File: src/rtl/sfu_exp_lut_interp.sv
// sfu_exp_lut_interp: drives the dual-port exp LUT and linearly interpolates between adjacent entries.
module sfu_exp_lut_interp #(
    parameter int ADDR_WIDTH = 5,
    parameter int DATA_WIDTH = 20,
    parameter int FRAC_WIDTH = 8
) (
    input  logic                           clk,
    input  logic                           rst_n,
    input  logic                           in_valid,
    output logic                           in_ready,
    input  logic [ADDR_WIDTH+FRAC_WIDTH-1:0] in_x,
    output logic                           out_valid,
    input  logic                           out_ready,
    output logic [DATA_WIDTH-1:0]          out_y,
    output logic [ADDR_WIDTH-1:0]          lut_addr_a,
    output logic [ADDR_WIDTH-1:0]          lut_addr_b,
    output logic                           lut_en,
    input  logic [DATA_WIDTH-1:0]          lut_q_a,
    input  logic [DATA_WIDTH-1:0]          lut_q_b
);
    localparam int PW = DATA_WIDTH + FRAC_WIDTH + 1;
    logic                    v1, v2, adv1, adv2, accept;
    logic [FRAC_WIDTH-1:0]   frac1;
    logic [ADDR_WIDTH-1:0]   idx;
    logic signed [DATA_WIDTH:0] diff;
    logic signed [PW-1:0]    prod, rnd;
    logic [DATA_WIDTH-1:0]   delta;
    assign idx        = in_x[ADDR_WIDTH+FRAC_WIDTH-1:FRAC_WIDTH];
    assign adv2       = !v2 || out_ready;
    assign adv1       = !v1 || adv2;
    assign in_ready   = adv1 && rst_n;
    assign accept     = in_valid && in_ready;
    assign out_valid  = v2;
    assign lut_en     = accept;
    assign lut_addr_a = idx;
    // top segment clamps onto itself instead of wrapping to entry 0
    assign lut_addr_b = (idx == {ADDR_WIDTH{1'b1}}) ? idx : idx + ADDR_WIDTH'(1);
    assign diff       = $signed({1'b0, lut_q_b}) - $signed({1'b0, lut_q_a});
    assign prod       = PW'(diff) * PW'($signed({1'b0, frac1}));
    assign rnd        = prod + PW'(1 << (FRAC_WIDTH - 1));
    assign delta      = DATA_WIDTH'(rnd >>> FRAC_WIDTH);
    always_ff @(posedge clk) begin
        if (!rst_n) begin
            v1    <= 1'b0;
            v2    <= 1'b0;
            frac1 <= '0;
            out_y <= '0;
        end else begin
            if (accept) begin
                v1    <= 1'b1;
                frac1 <= in_x[FRAC_WIDTH-1:0];
            end else if (adv2) begin
                v1 <= 1'b0;
            end
            if (v1 && adv2) begin
                v2    <= 1'b1;
                out_y <= lut_q_a + delta;
            end else if (v2 && out_ready) begin
                v2 <= 1'b0;
            end
        end
    end
endmodule

File: config.mk
export PLATFORM = sky130hd
export DESIGN_NAME = sfu_exp_lut_interp
export DESIGN_NICKNAME = d
export VERILOG_FILES = /design/src/rtl/sfu_exp_lut_interp.sv
export SDC_FILE = /design/constraint.sdc
export NUM_CORES = 1
export LEC_CHECK = 0
export ABC_AREA = 0
export CORE_UTILIZATION = 57
export DETAILED_ROUTE_END_ITERATION = 10
export PLACE_DENSITY = 0.8
export SLEW_MARGIN = 20
export SYNTH_ARGS = -nofsm -noshare
export SYNTH_HDL_FRONTEND = slang
export SYNTH_SLANG_ARGS = --single-unit
File: constraint.sdc
create_clock -name clk -period 11 [get_ports clk]
set_clock_uncertainty 0.2 [all_clocks]
set_input_delay 2.2 -clock clk [delete_from_list [all_inputs] [get_ports clk]]
set_output_delay 2.2 -clock clk [all_outputs]
set_load 0.01 [all_outputs]
# Word level (Yosys, flattened, before mapping)
# Index checks and enable logic that the tools add are counted.
# word_totals
inputBits	57
output_inout_bits	33
word_cells	25
regBits	30
# op_classes
n_addsub	4
n_reduce_logical	10
eq_ne	1
multipliers	1
n_mux	5
# ops
operator	n
$add 28x9->28 const B	1
$mul 21x9->28	1
$sub 20x20->21	1
$add 20x20->20	1
$add 5x1->5 const B	1
$eq 5x5->1 const B	1
$mux 5	1
$logic_and 1x1->1	4
$mux 1	4
$reduce_bool 2->1	2
$logic_not 1->1	2
$logic_or 1x1->1	2

# Logic depth before layout (Yosys ltp)
# logic_depth
depth_word	6
mapped_depth	39

# Worst setup path after synthesis
# No wires, ideal clock.
# synth_timing
path_kind	in2reg
from	input lut_q_b[0]
to	register out_y[19]
stages	38
arrival_time_ns	10.120
path_slack_ns	0.610
required_time_ns	10.730
cell_sequence	inv_1 ha_1 fa_1 nor2b_1 o31a_1 nand2b_1 a221o_1 a41oi_2 nand2b_1 a21oi_1 xnor2_1 nand2_1 fa_1 inv_1 fa_1 fa_1 fa_1 ha_1 (+2 left out) a211oi_1 nor2b_1 a21oi_2 a211o_1 and2_1 o21a_1 or2_1 xor2_1 ha_1 or2_2 a21oi_1 a21boi_1 o31a_1 xnor2_1 xnor2_1 xnor2_1 nand2_1 a21oi_1
# synth_between
elab_chain_len	4
# synth_rtl
item	line	rtl
from (decl)	19	input logic [DATA_WIDTH-1:0] lut_q_b
$sub 20x20->21	38	assign diff = $signed({1'b0, lut_q_b}) - $signed({1'b0, lut_q_a});
$mul 21x9->28	39	assign prod = PW'(diff) * PW'($signed({1'b0, frac1}));
$add 28x9->28	40	assign rnd = prod + PW'(1 << (FRAC_WIDTH - 1));
$add 20x20->20	57	out_y <= lut_q_a + delta;
to (signal assigned)	57	
to (decl)	14	output logic [DATA_WIDTH-1:0] out_y,
# No other way between the ends.
# A chain may end at the register's enable or synchronous reset.

# Worst setup path after layout
# layout_timing
from	input lut_q_a[2]
to	register out_y[19]
# layout_between
elab_chain_len	4
# layout_rtl
item	line	rtl
from (decl)	18	input logic [DATA_WIDTH-1:0] lut_q_a,
$sub 20x20->21	38	
$mul 21x9->28	39	
$add 28x9->28	40	
$add 20x20->20 *	57	
# Every way passes the cells marked *; elsewhere a longest branch is shown, timed or not.

==> metrics.md <==
| Metric | Value |
|---|---|
| Routed vias/inst | 5.53 |
| Synth Instances | 979 |
| Synth Flop Type | dfxtp_1 |
| Non-filler cells, final | 1318 |
| Synth cell count leaders | 139 x nand2_1, 129 x fa_1, 122 x inv_1 |
| Vias in the first global route | 7386 |
| Post-synth cell types | 61 |
| First-pass GRT wire length | 33800 um |
| Hpwl dp | 16900 um |
| Die Width | 124 um |
| DP Area | 9990 um2 |
| GRT Resource Usage Total | 28.4% |
| Ports | 90 |
| Initial Util | 58.2% |
| DR DRC count | 0 |
| Mapped cell area | 8430 um2 |
| Worst path slowest cell | fa_1 |
| WP data arrival | 10.90 ns |
| Async SR Flop Fraction | 0% |
| Setup violators final | 0 |
| Slew Limit Fails | 0 |
| R2R depth | 30 |
| Die height | 124 um |
| Via count | 7289 |
| Num Clock Sinks | 30 |
| GRT overflow | 0 |
| Area contributors post-synth | fa_1 31%, ha_1 16%, dfxtp_1 7.1%, nand2_1 6.2%, inv_1 5.4% |
| Wirelength, routed | 21700 um |
| R2r setup slk | 3.01 ns |
| Worst Path Required | 11.03 ns |
| Tightest Pin Transition | 0.946 ns |
| PortBufs | 89 |
| Detailed router's first-iteration violation count | 328 |
| Synth Net Count | 1276 |
| Site Rows | 44 |
| CP Capture Type | flip-flop |
| Setup crit start kind | input pin |
| Fillers | 1061 |
| Mean Syn Cell Area | 8.61 um2 |
| Placed cell count | 1297 |
| Post-CTS Hold Fix Bufs | 0 |
| Synthesis-stage register bit count | 30 |
| Design area | 10600 um2 |
| Hold Vio Cnt, Final | 0 |
| Antenna cells | 0 |
| Period minus WS final | 10.87 ns |
| Worst Hold Path Cells | 2 |
| Worst Hold Class | reg2reg |
| Share of post-route cells with drive strength above 1 | 15.1% |
| Max clock buf depth | 2 |
| Largest net degree at the start of global routing | 25 |
| Hold Startpoint | out_y[11] |
| CTS tree | yes |
| Ys Warns | 0 |
| Total die area | 15300 um2 |
| Sequential area share after synthesis | 7.12% |
| Post-synth EDFFs | 0 |
| R2r endpoint | out_y[19] |
| Slew margin rel. | 36.8% |
| Leakage | 5.22 nW |
| Count leader, synth | nand2_1 |
| Clk root buf | clkbuf_16 |
| Peak supply drop | 0.000407 V |
| Yosys top cell area share | 30.6% |
| Pwr/cell area | 246 nW/um2 |
| Initial antenna violation count | 0 |
| Final nets | 1430 |
| Fin crit share | 98.8% |
| CP max FO | 4 |
| Setup_tns | 0 ns |
| Core area | 14500 um2 |
| Post-synth top area cell | fa_1 |
| Routed Antenna Nets | 0 |
| Outcome | complete, no violations |
| Reg-to-Reg Start | frac1[3] |
| Critical path class | in2reg |
| CP most frequent cell | a21oi_2 |
| Fmax | 92.0 MHz |
| Area grow syn2layout | 25.7% |
| Maxcap violations | 0 |
| GPL Wtd Cong | 0.868 |
| DR WL/cell | 16.4 um |
| Htree depth | 2 |
| Reg clk slew, reported paths | 0.06 ns |
| DRT Pass-1 Iters | 6 |
| TritonCTS buffer count | 5 |
| Hold endpoint | out_y[11] |
| Skew-Pair Late Insertion Delay | 0.29 ns |
| Crit-path max cell delay | 0.52 ns |
[cell usage in the layout (no fill, tap or decap), types with 6 or more instances in the layout]
master,Yosys,layout
nand2_1,139,138
a21oi_1,47,37
nor2_1,44,42
buf_4,5,88
nand3_1,19,19
inv_1,122,121
and2_1,73,71
xor2_1,14,13
fa_1,129,126
nor2b_1,20,18
dfxtp_1,30,30
ha_1,111,99
xnor2_1,37,31
clkdlybuf4s50_1,0,89
a21oi_2,1,10
a21o_1,12,12
a211oi_1,13,8
nand2b_1,25,25
nor3_1,14,14
xnor2_2,0,6
o21a_1,9,9
o21ai_0,15,12
ha_4,0,11
[through the flow]
| step | hold WS [ns] | power, mW | setup slack [ns] | util [%] |
|---|---|---|---|---|
| global route | 0.275 | 2.86 | -0.277 | 73.2 |
| global placement | 0.241 | 2.20 | -0.0527 | 69.0 |
| floorplan | 0.276 | 1.60 | 0.610 | - |
| detailed placement | 0.245 | 2.23 | -0.219 | 69.0 |
| finish | 0.253 | 2.61 | 0.132 | 73.2 |
| CTS | 0.254 | 2.40 | 0.000252 | 70.0 |
[per-layer routing]
layer  vias up  share of wire [%]  track usage (%)  wire length [um]
met4         0                2.6             9.79               573
met3        52                4.4             3.07               943
met2       208                 53             52.0             11400
met1      3544                 40             34.5              8740
li1       3485                  -                -                 -
met5         -                  0                0                 0
[layout make-up]
class / count / area (um2) / area share (%)
clock buffer: 5 / 125 / 1.18
sequential: 30 / 601 / 5.66
clock inverter: 3 / 21.3 / 0.201
inverter: 123 / 462 / 4.35
multi-input combinational: 794 / 7590 / 71.6
timing repair buffer: 179 / 1570 / 14.8
tap: 184 / 230 / 2.17
[critical path: cells and delay by family]
| kind | cells | cell delay, ns |
|---|---|---|
| buffers and inverters | 4 | 0.74 |
| xor gates and xnor gates | 5 | 0.74 |
| AOI/OAI and AO/OA | 13 | 2.74 |
| and+or+nand+nor | 8 | 1.28 |
| adders and majority gates | 8 | 3.18 |
[kinds of logic after synthesis]
family | count (synthesis) | share of synthesized area (%)
simple gates | 356 | 20.7
fa+ha+maj | 240 | 47.1
buf+inv | 155 | 7.12
compound gates | 138 | 11.5
xor+xnor | 51 | 5.30
flops | 30 | 7.12
mux | 9 | 1.16
[power by group]
part	internal [mW]	total [mW]	switching, mW
logic	1.13	2.31	1.18
registers	0.141	0.163	0.0228
clock network	0.0838	0.142	0.0578
total	1.35	2.61	1.26
[worst max-delay path by stage]
stage	startpoint	end	slack, ns	depth (start not counted)
final	lut_q_a[2]	out_y[19]	0.13	38
after global routing	lut_q_a[2]	out_y[19]	-0.28	39
after CTS	lut_q_a[0]	out_y[19]	0.0003	38
after detailed placement	lut_q_a[0]	out_y[19]	-0.22	38
after global placement	lut_q_a[0]	out_y[19]	-0.05	38
after floorplan	lut_q_b[0]	out_y[19]	0.61	38
[flip-flops by register name, indices dropped and copies added, names as in the netlist]
register,flops
out_y,20
frac1,8
out_valid,1
v1,1
[timing repair]
item / 4_1_cts / 5_1_grt
setup buffers: 0 / 13
resized for setup: 0 / 68
endpoints found under the setup margin: 0 / 6
Note: power is estimated with default switching activity, not from simulation.
==> edit (config.mk and constraints unchanged) <==
The parameter `DATA_WIDTH` goes from 20 to 40.
--- a/src/rtl/sfu_exp_lut_interp.sv
+++ b/src/rtl/sfu_exp_lut_interp.sv
@@ -2,5 +2,5 @@
 module sfu_exp_lut_interp #(
     parameter int ADDR_WIDTH = 5,
-    parameter int DATA_WIDTH = 20,
+    parameter int DATA_WIDTH = 40,
     parameter int FRAC_WIDTH = 8
 ) (
Interface: changed (resized lut_q_a, lut_q_b and out_y); port bits go from 90 to 150. No check against the original RTL was run, so the function may have changed too.
==> edit against the original RTL <==
Setup slack worse by 0.96 ns. Highest routed layer unchanged. Clock power up 46%. Critical endpoint is now out_y[39]$_SDFFE_PN0P_. Final area up 120%. Power rose to 2.9 times the old value. Sequential share of layout area down 1.4 points. Routed wire length rose to 3.2 times the old value. Global-route usage up 9.2 points. The flow now finishes with violations (negative setup slack). Count of clock-buffer cells in the layout up 1. Non-clock buffer count up 415. Combinational power rose to 3.1 times the old value. Area after synthesis up 92%. Sequential cell count up 20. Via count up 150%.
==> edit: results (changes against the original RTL) <==
\begin{tabular}{lr}
\hline
Metric & Value \\
\hline
\multicolumn{2}{l}{\textbf{Outcome}} \\
\quad Run status & finished, violations left (was finished clean) \\
\quad Failing checks & negative setup slack \\
\multicolumn{2}{l}{\textbf{Critical path}} \\
\quad Arrival time at the worst endpoint & 11.87 ns (was 10.90 ns) \\
\quad Critical Path Max Stage Delay & 0.62 ns (was 0.52 ns) \\
\quad Worst R2R Setup Slack & 1.52 ns (was 3.01 ns) \\
\quad Worst reg2reg startpoint & frac1[2]\$\_SDFFE\_PN0P\_ (was frac1[3]\$\_SDFFE\_PN0P\_) \\
\multicolumn{2}{l}{\textbf{Place}} \\
\quad Detail Placement HPWL & 38,520 um (was 16,910 um) \\
\quad Pre-CTS WS & -1.421 ns (was -0.2190 ns) \\
\multicolumn{2}{l}{\textbf{Logic synthesis}} \\
\quad Cells taking the most area after synthesis & sky130\_fd\_sc\_hd\_\_fa\_1, sky130\_fd\_sc\_hd\_\_ha\_1, sky130\_fd\_sc\_hd\_\_and2\_1, sky130\_fd\_sc\_hd\_\_dfxtp\_1, sky130\_fd\_sc\_hd\_\_nand2\_1 (was sky130\_fd\_sc\_hd\_\_fa\_1, sky130\_fd\_sc\_hd\_\_ha\_1, sky130\_fd\_sc\_hd\_\_dfxtp\_1, sky130\_fd\_sc\_hd\_\_nand2\_1, sky130\_fd\_sc\_hd\_\_inv\_1) \\
\quad Compound-cell area share of the yosys netlist & 13.70\% (was 11.47\%) \\
\quad Count of different cell masters after synthesis & 66 (was 61) \\
\quad Syn Nets & 2,444 (was 1,276) \\
\quad Post-synthesis xor/xnor area fraction & 5.804\% (was 5.298\%) \\
\multicolumn{2}{l}{\textbf{Finish}} \\
\quad Net count, final & 2,983 (was 1,430) \\
\quad Filler Cell Count & 1,350 (was 1,061) \\
\quad Ratio of cells with drive above 1 in the final layout & 30.08\% (was 15.08\%) \\
\multicolumn{2}{l}{\textbf{Pwr}} \\
\quad Total net switching power & 3.848 mW (was 1.260 mW) \\
\quad Cell leakage power & 11.84 nW (was 5.220 nW) \\
\multicolumn{2}{l}{\textbf{Timing}} \\
\quad Relative slew slack & 19.44\% (was 36.82\%) \\
\quad Fin worst setup slack & -0.8305 ns (was 0.1318 ns) \\
\quad Final number of setup-violating endpoints & 23 (was 0) \\
\quad Accumulated negative setup slack & -10.43 ns (was 0 ns) \\
\multicolumn{2}{l}{\textbf{GRT}} \\
\quad Pin count of the biggest net entering global routing & 58 (was 25) \\
\quad Total global-route track usage & 37.66\% (was 28.44\%) \\
\multicolumn{2}{l}{\textbf{Worst hold path}} \\
\quad End point of the most critical hold path & out\_y[1]\$\_SDFFE\_PN0P\_ (was out\_y[11]\$\_SDFFE\_PN0P\_) \\
\quad Hold\_sp & out\_y[1]\$\_SDFFE\_PN0P\_ (was out\_y[11]\$\_SDFFE\_PN0P\_) \\
\multicolumn{2}{l}{\textbf{Clocking}} \\
\quad Insertion delay to the later sink of the worst-skew pair & 0.35 ns (was 0.29 ns) \\
\multicolumn{2}{l}{\textbf{Drt}} \\
\quad First-pass DRT Iterations & 7 (was 6) \\
\hline
\end{tabular}
edit: worst max path at each step:
stage,start,end,slack (ns),depth (start not counted)
floorplan,lut_q_b[0],out_y[30]$_SDFFE_PN0P_,0.01,42
CTS,lut_q_b[0],out_y[38]$_SDFFE_PN0P_,-0.04,46
global placement,lut_q_b[0],out_y[38]$_SDFFE_PN0P_,-1.18,44
finish,lut_q_a[0],out_y[39]$_SDFFE_PN0P_,-0.83,45
detailed placement,lut_q_b[0],out_y[39]$_SDFFE_PN0P_,-1.42,44
global route,lut_q_a[0],out_y[39]$_SDFFE_PN0P_,-1.0,45
edit: critical path: cells and delay by family:
kind | cells | cell delay [ns]
adder cells (fa/ha/maj) | 9 | 3.55
AND/OR/NAND/NOR | 7 | 1.32
AO/OA/AOI/OAI | 17 | 2.89
buffers and inverters | 9 | 1.22
XOR/XNOR | 3 | 0.63
edit: what timing repair did:
item                       CTS  global route
setup buffers               44            39
setup endpoints to repair   25            24
gates cloned                 0             0
resized for setup          193           204
pin swaps                  176           192
edit: layer usage:
layer / share of wire (%) / vias up
met5: 0 / -
met4: 9.7 / 0
met3: 11 / 688
met2: 46 / 1657
met1: 33 / 8533
li1: - / 7276
edit: per-stage QoR:
stage,hold slack (ns),std cells
finish,0.2807,2805
global route,0.2943,2805
CTS,0.2801,2767
detailed placement,0.2651,2716
global placement,0.2532,2716
floorplan,0.2750,1887
edit: cell type report:
| type | instances | area [sq um] | share of cell area (%) |
|---|---|---|---|
| clock buffer | 6 | 128.9 | 0.5504 |
| clock inverter | 2 | 37.54 | 0.1603 |
| inverter | 224 | 845.8 | 3.612 |
| multi-input combinational | 1551 | 16050 | 68.56 |
| sequential | 50 | 1002 | 4.280 |
| tap | 378 | 473.0 | 2.020 |
| timing repair buffer | 594 | 4875 | 20.82 |
edit: cell families (layout without fill, tap and decap cells):
| logic type | Yosys count | after routing |
|---|---|---|
| xor+xnor | 105 | 105 |
| simple gates | 641 | 641 |
| flops | 50 | 50 |
| compound gates | 343 | 343 |
| buf+inv | 286 | 826 |
| mux | 2 | 2 |
| fa+ha+maj | 460 | 460 |
edit: power by group through the flow:
| stage | combinational [mW] | clock, mW | sequential, mW |
|---|---|---|---|
| detailed placement | 5.23 | 0 | 0.251 |
| finish | 7.16 | 0.208 | 0.250 |
| floorplan | 2.97 | 0 | 0.263 |
| CTS | 5.74 | 0.197 | 0.248 |
| global placement | 5.07 | 0 | 0.251 |
| global route | 7.48 | 0.213 | 0.254 |
